## config.mk

```make
export PLATFORM = sky130hd
export DESIGN_NAME = mips_multicycle_ctrl
export DESIGN_NICKNAME = d
export VERILOG_FILES = /design/src/rtl/mips_multicycle_ctrl.sv
export SDC_FILE = /design/constraint.sdc
export NUM_CORES = 1
export LEC_CHECK = 0
export ABC_AREA = 0
export ABC_CLOCK_PERIOD_IN_PS = 1920
export BUFFER_PORTS_ARGS = -buffer_cell sky130_fd_sc_hd__buf_2
export CORE_UTILIZATION = 44
export CTS_CLUSTER_SIZE = 25
export DETAILED_ROUTE_END_ITERATION = 8
export GPL_TIMING_DRIVEN = 0
export PLACE_DENSITY = 0.74
export SLEW_MARGIN = 20
export SYNTH_ARGS = -nofsm -noshare
export SYNTH_HDL_FRONTEND = slang
export SYNTH_SLANG_ARGS = --single-unit
export TNS_END_PERCENT = 30
```

## constraint.sdc

```tcl
create_clock -name clk -period 1.92 [get_ports clk]
set_clock_uncertainty 0.05 [all_clocks]
set_input_delay 0.192 -clock clk [delete_from_list [all_inputs] [get_ports clk]]
set_output_delay 0.192 -clock clk [all_outputs]
set_load 0.02 [all_outputs]
```

## src/rtl/mips_multicycle_ctrl.sv

```systemverilog
// mips_multicycle_ctrl
// Main control FSM of the multicycle MIPS core. Walks one Moore state
// sequence per instruction class and drives the datapath control lines:
// write strobes, memory requests, mux selects and the ALU operation.
// Memory waits are bounded by a wait counter. A timeout traps to the
// exception state, as does an illegal opcode.
//
// Ports:
//   clk, reset        clock (rising edge), async active-high reset
//   opcode[5:0]       IR[31:26], must stay stable from DECODE until FETCH
//   zero              ALU zero flag, used by beq/bne
//   mem_ready         memory finished the current access this cycle
//   pc_we, ir_we      PC / IR write strobes
//   mem_rd, mem_wr    memory read / write requests
//   reg_we            register file write strobe
//   sel_*             datapath mux selects (iord, regdst, memtoreg,
//                     alusrca, alusrcb[1:0], pcsrc[2:0])
//   alu_op[1:0]       00 add, 01 sub, 10 by funct
//   exc, exc_cause    exception pulse and cause (01 illegal, 10 timeout)
//   state_dbg[3:0]    current state encoding
module mips_multicycle_ctrl #(
  parameter int WAIT_LIMIT = 16
) (
  input  logic       clk,
  input  logic       reset,
  input  logic [5:0] opcode,
  input  logic       zero,
  input  logic       mem_ready,
  output logic       pc_we,
  output logic       ir_we,
  output logic       mem_rd,
  output logic       mem_wr,
  output logic       reg_we,
  output logic       sel_iord,
  output logic       sel_regdst,
  output logic       sel_memtoreg,
  output logic       sel_alusrca,
  output logic [1:0] sel_alusrcb,
  output logic [2:0] sel_pcsrc,
  output logic [1:0] alu_op,
  output logic       exc,
  output logic [1:0] exc_cause,
  output logic [3:0] state_dbg
);

  typedef enum logic [3:0] {
    S_START     = 4'd0,
    S_FETCH     = 4'd1,
    S_DECODE    = 4'd2,
    S_MEM_ADDR  = 4'd3,
    S_MEM_READ  = 4'd4,
    S_MEM_WB    = 4'd5,
    S_MEM_WRITE = 4'd6,
    S_R_EXEC    = 4'd7,
    S_R_WB      = 4'd8,
    S_BRANCH    = 4'd9,
    S_ADDI_EXEC = 4'd10,
    S_ADDI_WB   = 4'd11,
    S_JUMP      = 4'd12,
    S_EXC       = 4'd13
  } state_t;

  // Counter only needs to reach WAIT_LIMIT-1; with the timeout disabled
  // it simply wraps, which is harmless.
  localparam int CW = (WAIT_LIMIT < 2) ? 1 : $clog2(WAIT_LIMIT);
  localparam logic [CW-1:0] LIMIT_M1 = CW'(WAIT_LIMIT - 1);

  localparam logic [1:0] CAUSE_ILLEGAL = 2'b01;
  localparam logic [1:0] CAUSE_TIMEOUT = 2'b10;

  state_t        state, state_next;
  logic [1:0]    cause, cause_next;
  logic [CW-1:0] wait_cnt;
  logic          timeout;
  logic          in_wait;

  assign in_wait = (state == S_FETCH) || (state == S_MEM_READ) || (state == S_MEM_WRITE);
  // mem_ready in the last allowed cycle takes priority over the timeout.
  assign timeout = (WAIT_LIMIT != 0) && (wait_cnt == LIMIT_M1) && !mem_ready;

  always_comb begin
    state_next = state;
    cause_next = 2'b00;
    case (state)
      S_START: state_next = S_FETCH;
      S_FETCH, S_MEM_READ, S_MEM_WRITE: begin
        if (mem_ready) begin
          case (state)
            S_FETCH:    state_next = S_DECODE;
            S_MEM_READ: state_next = S_MEM_WB;
            default:    state_next = S_FETCH;
          endcase
        end else if (timeout) begin
          state_next = S_EXC;
          cause_next = CAUSE_TIMEOUT;
        end
      end
      S_DECODE: begin
        case (opcode)
          6'h00:        state_next = S_R_EXEC;
          6'h23, 6'h2B: state_next = S_MEM_ADDR;
          6'h04, 6'h05: state_next = S_BRANCH;
          6'h08:        state_next = S_ADDI_EXEC;
          6'h02:        state_next = S_JUMP;
          default: begin
            state_next = S_EXC;
            cause_next = CAUSE_ILLEGAL;
          end
        endcase
      end
      S_MEM_ADDR:  state_next = (opcode == 6'h23) ? S_MEM_READ : S_MEM_WRITE;
      S_R_EXEC:    state_next = S_R_WB;
      S_ADDI_EXEC: state_next = S_ADDI_WB;
      S_MEM_WB, S_R_WB, S_ADDI_WB, S_BRANCH, S_JUMP, S_EXC: state_next = S_FETCH;
      default:     state_next = S_START;
    endcase
  end

  always_ff @(posedge clk or posedge reset) begin
    if (reset) begin
      state    <= S_START;
      wait_cnt <= '0;
      cause    <= 2'b00;
    end else begin
      state <= state_next;
      // Any state change clears the counter, which covers entry to each wait state.
      if (state_next != state) begin
        wait_cnt <= '0;
      end else if (in_wait) begin
        wait_cnt <= wait_cnt + CW'(1);
      end
      if (state_next == S_EXC && state != S_EXC) begin
        cause <= cause_next;
      end
    end
  end

  always_comb begin
    pc_we        = 1'b0;
    ir_we        = 1'b0;
    mem_rd       = 1'b0;
    mem_wr       = 1'b0;
    reg_we       = 1'b0;
    sel_iord     = 1'b0;
    sel_regdst   = 1'b0;
    sel_memtoreg = 1'b0;
    sel_alusrca  = 1'b0;
    sel_alusrcb  = 2'b00;
    sel_pcsrc    = 3'b000;
    alu_op       = 2'b00;
    exc          = 1'b0;
    exc_cause    = 2'b00;
    case (state)
      S_FETCH: begin
        mem_rd      = 1'b1;
        sel_alusrcb = 2'b01;
        ir_we       = mem_ready;
        pc_we       = mem_ready;
      end
      S_DECODE:    sel_alusrcb = 2'b11;
      S_MEM_ADDR, S_ADDI_EXEC: begin
        sel_alusrca = 1'b1;
        sel_alusrcb = 2'b10;
      end
      S_MEM_READ: begin
        mem_rd   = 1'b1;
        sel_iord = 1'b1;
      end
      S_MEM_WB: begin
        reg_we       = 1'b1;
        sel_memtoreg = 1'b1;
      end
      S_MEM_WRITE: begin
        mem_wr   = 1'b1;
        sel_iord = 1'b1;
      end
      S_R_EXEC: begin
        sel_alusrca = 1'b1;
        alu_op      = 2'b10;
      end
      S_R_WB: begin
        reg_we     = 1'b1;
        sel_regdst = 1'b1;
      end
      S_BRANCH: begin
        sel_alusrca = 1'b1;
        alu_op      = 2'b01;
        sel_pcsrc   = 3'b001;
        // opcode[0] separates bne (0x05) from beq (0x04).
        pc_we       = opcode[0] ? ~zero : zero;
      end
      S_ADDI_WB:   reg_we = 1'b1;
      S_JUMP: begin
        sel_pcsrc = 3'b010;
        pc_we     = 1'b1;
      end
      S_EXC: begin
        sel_pcsrc = 3'b011;
        pc_we     = 1'b1;
        exc       = 1'b1;
        exc_cause = cause;
      end
      default: ;
    endcase
  end

  assign state_dbg = state;

endmodule
```

After elaboration in Yosys (flattened, before gate mapping). Cells that the tools add are included.

Register bits: 10. Bits in latches: 0. RAM bits: 0. Memory bits (read-only): 0. Input bits: 10. Output and inout bits: 23. Word-level logic and storage cells: 74. Memories: 0.

$add $sub $neg: 1. Multipliers: 0. Div/mod/pow operators: 0. Order comparisons: 0. Equality and inequality tests: 23. Shift operators: 0. Muxes and demuxes: 27. Bitwise gates (word level): 1. Reductions and logical operators: 19.

Operator list (count): $eq 4x4->1 const B (8); $pmux 4 s6 (1); $pmux 4 s5 (1); $eq 4x3->1 const B (4); $mux 4 (4); $reduce_or 7->1 (2); $eq 6x3->1 const B (2); $eq 6x6->1 const B (2); $pmux 2 s3 (2); $reduce_or 2->1 (6); $mux 1 (11); $eq 4x2->1 const B (2); $mux 2 (4); $pmux 2 s2 (2); $eq 6x2->1 const B (1); $eq 6x4->1 const B (1); $logic_not 6->1 (1); $pmux 3 s2 (1); $reduce_or 3->1 (2); $add 4x1->4 const B (1); $eq 4x1->1 const B (1); $logic_not 4->1 (1); $ne 4x4->1 (1); $ne 4x4->1 const B (1); other kinds (7) (9).

Logic depth before layout (Yosys ltp).
Word-level depth: 7. Gate-level depth with buffers: 8. Mapped depth without buffers: 7.

Worst setup path before layout. No wires, ideal clock.

Path kind: register to register. From: register state[0], in the netlist state_dbg[0]. To: register cause[0]. Setup time: 0.118 ns. Data arrival time: 1.913 ns. Required time: 1.752 ns. Path slack: -0.161 ns. Stages on the path, launching flop included: 8. Path buffers: 1. Clock period less this slack: 2.081 ns. Cell sequence: dfrtp_1 -> buf_4 -> or3b_4 -> or3_1 -> a31oi_2 -> or2_4 -> nand3_1 -> a21o_1.

Longest elaborated chain between the ends: 6. Elaborated cells between the ends (all ways): 24. Classes of those cells: 15 x eq/ne; 5 x mux; 4 x reduce/logical.

Ends and longest elaborated chain: start: declaration (RTL line 71) `state_t state, state_next;`; start signal: assignment (RTL line 125) `state <= state_next;`; $eq 4x3->1 / $eq 4x1->1 (equally long branches) (RTL line 84, 88); $pmux 3 s2 (RTL line 88) `case (state)`; $mux 4 (RTL line 87) `if (mem_ready) begin`; $pmux 4 s6 * (RTL line 84) `case (state)`; via state_next[2] (RTL line 71); $eq 4x4->1 * (RTL line 132) `if (state_next == S_EXC && state != S_EXC) begin`; $logic_and 1x1->1 * (RTL line 132); end signal: assignment (RTL line 133) `cause <= cause_next;`; end: declaration (RTL line 72) `logic [1:0] cause, cause_next;`.

Mark *: on every way through the listed nets, which the timed path passes. The rest lies on a longest branch. A chain may end at the register's enable or synchronous reset.

Worst setup path after layout.
From: register state[0], in the netlist state_dbg[0]. To: register wait_cnt[2].

Longest elaborated chain between the ends: 6. Elaborated cells between the ends (all ways): 25. Classes of those cells: 14 x eq/ne; 5 x mux; 6 x reduce/logical.

Ends and longest elaborated chain: $eq 4x3->1 / $eq 4x1->1 (equally long branches) (RTL line 77, 84, 88); $pmux 3 s2 (RTL line 88); $mux 4 (RTL line 87); $pmux 4 s6 (RTL line 84); $ne 4x4->1 (RTL line 127) `if (state_next != state) begin`; $mux 4 / $reduce_bool 2->1 (equally long branches); end signal: assignment (RTL line 130) `wait_cnt <= wait_cnt + CW'(1);`; end: declaration (RTL line 73) `logic [CW-1:0] wait_cnt;`.

Parallel ways exist; a longest one is shown, timed or not.

==> impl_metrics.toml <==
[outcome]
status = "complete, but fails checks"
failed_checks = "negative setup slack"

[global_route]
gr-usage-met2_pct = 44.21
antenna_found_initial = 0
grt_pass1_vias = 1068
grt_use_met1_pct = 35.74
grt-ovfl-total = 0
grt_use_met3_pct = 3.145
grt_pass1_wl_mm = 4.988
grt_max_degree = 11
top_usage_layer = "met2"
track_usage_pct = 26.86

[power_and_ir_drop]
vdd_drop_max_v = 0.001336
p_sw_share_pct = 50.59
finalPower_mw = 2.349
seq_power_share_pct = 14.6
intPower_mw = 1.161
cellPowerDensity_nw_per_um2 = 1651
p_comb_share_pct = 77.6
cellLeakagePower_nw = 0.6790
p_switching_mw = 1.188
p_clk_share_pct = 7.8

[yosys]
syn_area_per_cell_um2 = 7.900
async_reset_ff_share_pct = 100.0
yosysWarningCount = 0
yosysSeqAreaShare_pct = 26.18
synth_ff_type = "dfrtp_1"
synth_area_leaders = "dfrtp_1 (26%), nor2_1 (5.5%), a211oi_1 (4.7%)"
yosys.area.top_type_share_pct = 26.18
synth_area_um2 = 955.9
synth-seq-cells = 10
synthCells = 121
synth.distinct_cells = 47
synth_edf_count = 0
yosysTopAreaCell = "dfrtp_1"
synth_fp_nets = 132

[layout]
area_delta_synth_final_pct = 48.82
most-common-layout-cells = "buf_2 (31), buf_4 (15), nor2_1 (11)"
layout_commonest_cell = "buf_2"
nNetsFinal = 180
fill_cells = 162
multi_input_comb_area_um2 = 765.7
drive_gt1_share_pct = 47.62
n_antenna_cell = 0
seq_area_um2 = 252.7
design_area_um2 = 1423

[drt]
viasPerCell = 6.159
first_pass_iters = 6
wire_per_inst_um = 16.13
initialDrtViolationCount = 65
ant_nets = 0
wirelength_mm = 3.145
vias = 1201
remaining_drc_errors = 0

[sta]
finalSetupViolCount = 9
fin_hold_ws_ns = 0.2854
slew_viol_final = 0
fmax_mhz = 467.8
hold_viol = 0
fin_crit_ns = 2.138
period_share_pct = 111.3
fin_setup_tns_ns = -1.209
layout_setup_ws_ns = -0.2177
rsz0062_at_grt = "yes"

[placement]
portBuffers = 31
gp_congestion = 0.9141
dp_hpwl_mm = 2.100
placedInstanceArea_um2 = 1155

[floorplan]
coreArea_um2 = 2002
ioPinCount = 33
dieHeight_um = 48.61
start_util_pct = 47.75
dieArea_um2 = 2363
die_w_um = 48.61
num_rows = 16

[clock_tree]
cts_buffer_depth = 2
cts_tree = "done"
cts_sinks = 10
cts_root_buffer = "clkbuf_4"
path_clk_slew_ns = 0.06
clk_latency_ns = 0.26
numCtsBuffers = 3
ctsHtreeMaxLevel = 1

[worst_setup_path]
start_kind = "flop"
crit_type = "flop to flop"
crit_fanout = 5
end_kind = "flop"
arrival_ns = 2.25
cp_data_required_time_ns = 2.04

[worst_hold_path]
hp-class = "primary input to flop"

[run]
cap_violations = 0
## synthesized netlist by cell type, types with 2 or more instances
master / instances
nor2_1: 14
a22oi_1: 2
a211oi_1: 6
nand4_1: 2
and3_1: 4
nand3_1: 3
o21ai_0: 2
nand2_1: 9
buf_4: 2
xor2_1: 5
nor3_1: 5
a21oi_1: 2
buf_2: 3
o31ai_1: 2
clkbuf_1: 2
a21o_1: 3
nor4b_1: 2
dfrtp_1: 10
nand2b_1: 5
nor2b_1: 4
o21a_1: 2
a211o_1: 2
a31oi_1: 2
and2_1: 2
inv_1: 4
## layout make-up
| class | instances | area share [%] |
|---|---|---|
| buffer | 8 | 4.837 |
| timing repair buffer | 43 | 17.59 |
| clock buffer | 4 | 2.551 |
| inverter | 4 | 1.055 |
| sequential | 10 | 17.77 |
| tap | 27 | 2.375 |
| multi-input combinational | 99 | 53.83 |
## worst max-delay path, stage by stage, from the launching register on
cell,delay [ns]
dfrtp_2,0.36
buf_6,0.12
or3b_4,0.41
buf_4,0.15
a21oi_1,0.39
nand2_1,0.14
xor2_1,0.18
a211oi_2,0.23
## stage by stage
step	utilization, %	setup WS [ns]	std cells
2_1_floorplan	-	-0.07229	121
3_3_place_gp	57.69	-0.2383	179
3_5_place_dp	57.69	-0.2777	179
4_1_cts	67.38	-0.1810	191
5_1_grt	71.06	-0.2541	195
6_report	71.06	-0.2177	195
## path summary, 6_finish.rpt
check	startpoint	to	slack, ns	cells after the start
max	state_dbg[0]	wait_cnt[2]	-0.22	7
min	mem_ready	state_dbg[1]	0.29	3
max in group asynchronous	reset	state_dbg[1]	1.16	3
min in group asynchronous	reset	state_dbg[2]	0.38	3
min reg2reg	cause[1]	cause[1]	0.44	1
max reg2reg	state_dbg[0]	wait_cnt[2]	-0.22	7
## power by group through the flow
stage / sequential (mW) / combinational [mW] / clock (mW)
floorplan: 0.373 / 0.972 / 0
global placement: 0.339 / 1.33 / 0
detailed placement: 0.342 / 1.37 / 0
CTS: 0.341 / 1.63 / 0.190
global route: 0.350 / 1.93 / 0.203
finish: 0.344 / 1.82 / 0.182
## per-layer routing
metal	routed length (um)	share of wire (%)
met3	302	9.6
met2	1481	47
met5	0	0
met4	133	4.2
met1	1227	39
## cells by family after synthesis
family	share of synthesized area (%)
AND/OR/NAND/NOR	33.64
AO/OA/AOI/OAI	26.05
buffers and inverters	5.889
flip-flops	26.18
XOR/XNOR	5.497
adder cells (fa/ha/maj)	1.309
other	0.3923
multiplexers	1.047
## state kept, by name (all words and copies together) (netlist names)
name,count
state_dbg,4
cause,2
wait_cnt,4
## repair_timing
item,CTS,global route
resized for setup,23,14
buffers inserted,7,4
endpoints found under the setup margin,18,14
hold buffers,1,0
pin swaps,6,10
endpoints found under the hold margin,10,0
(Power assumes the default switching activity.)
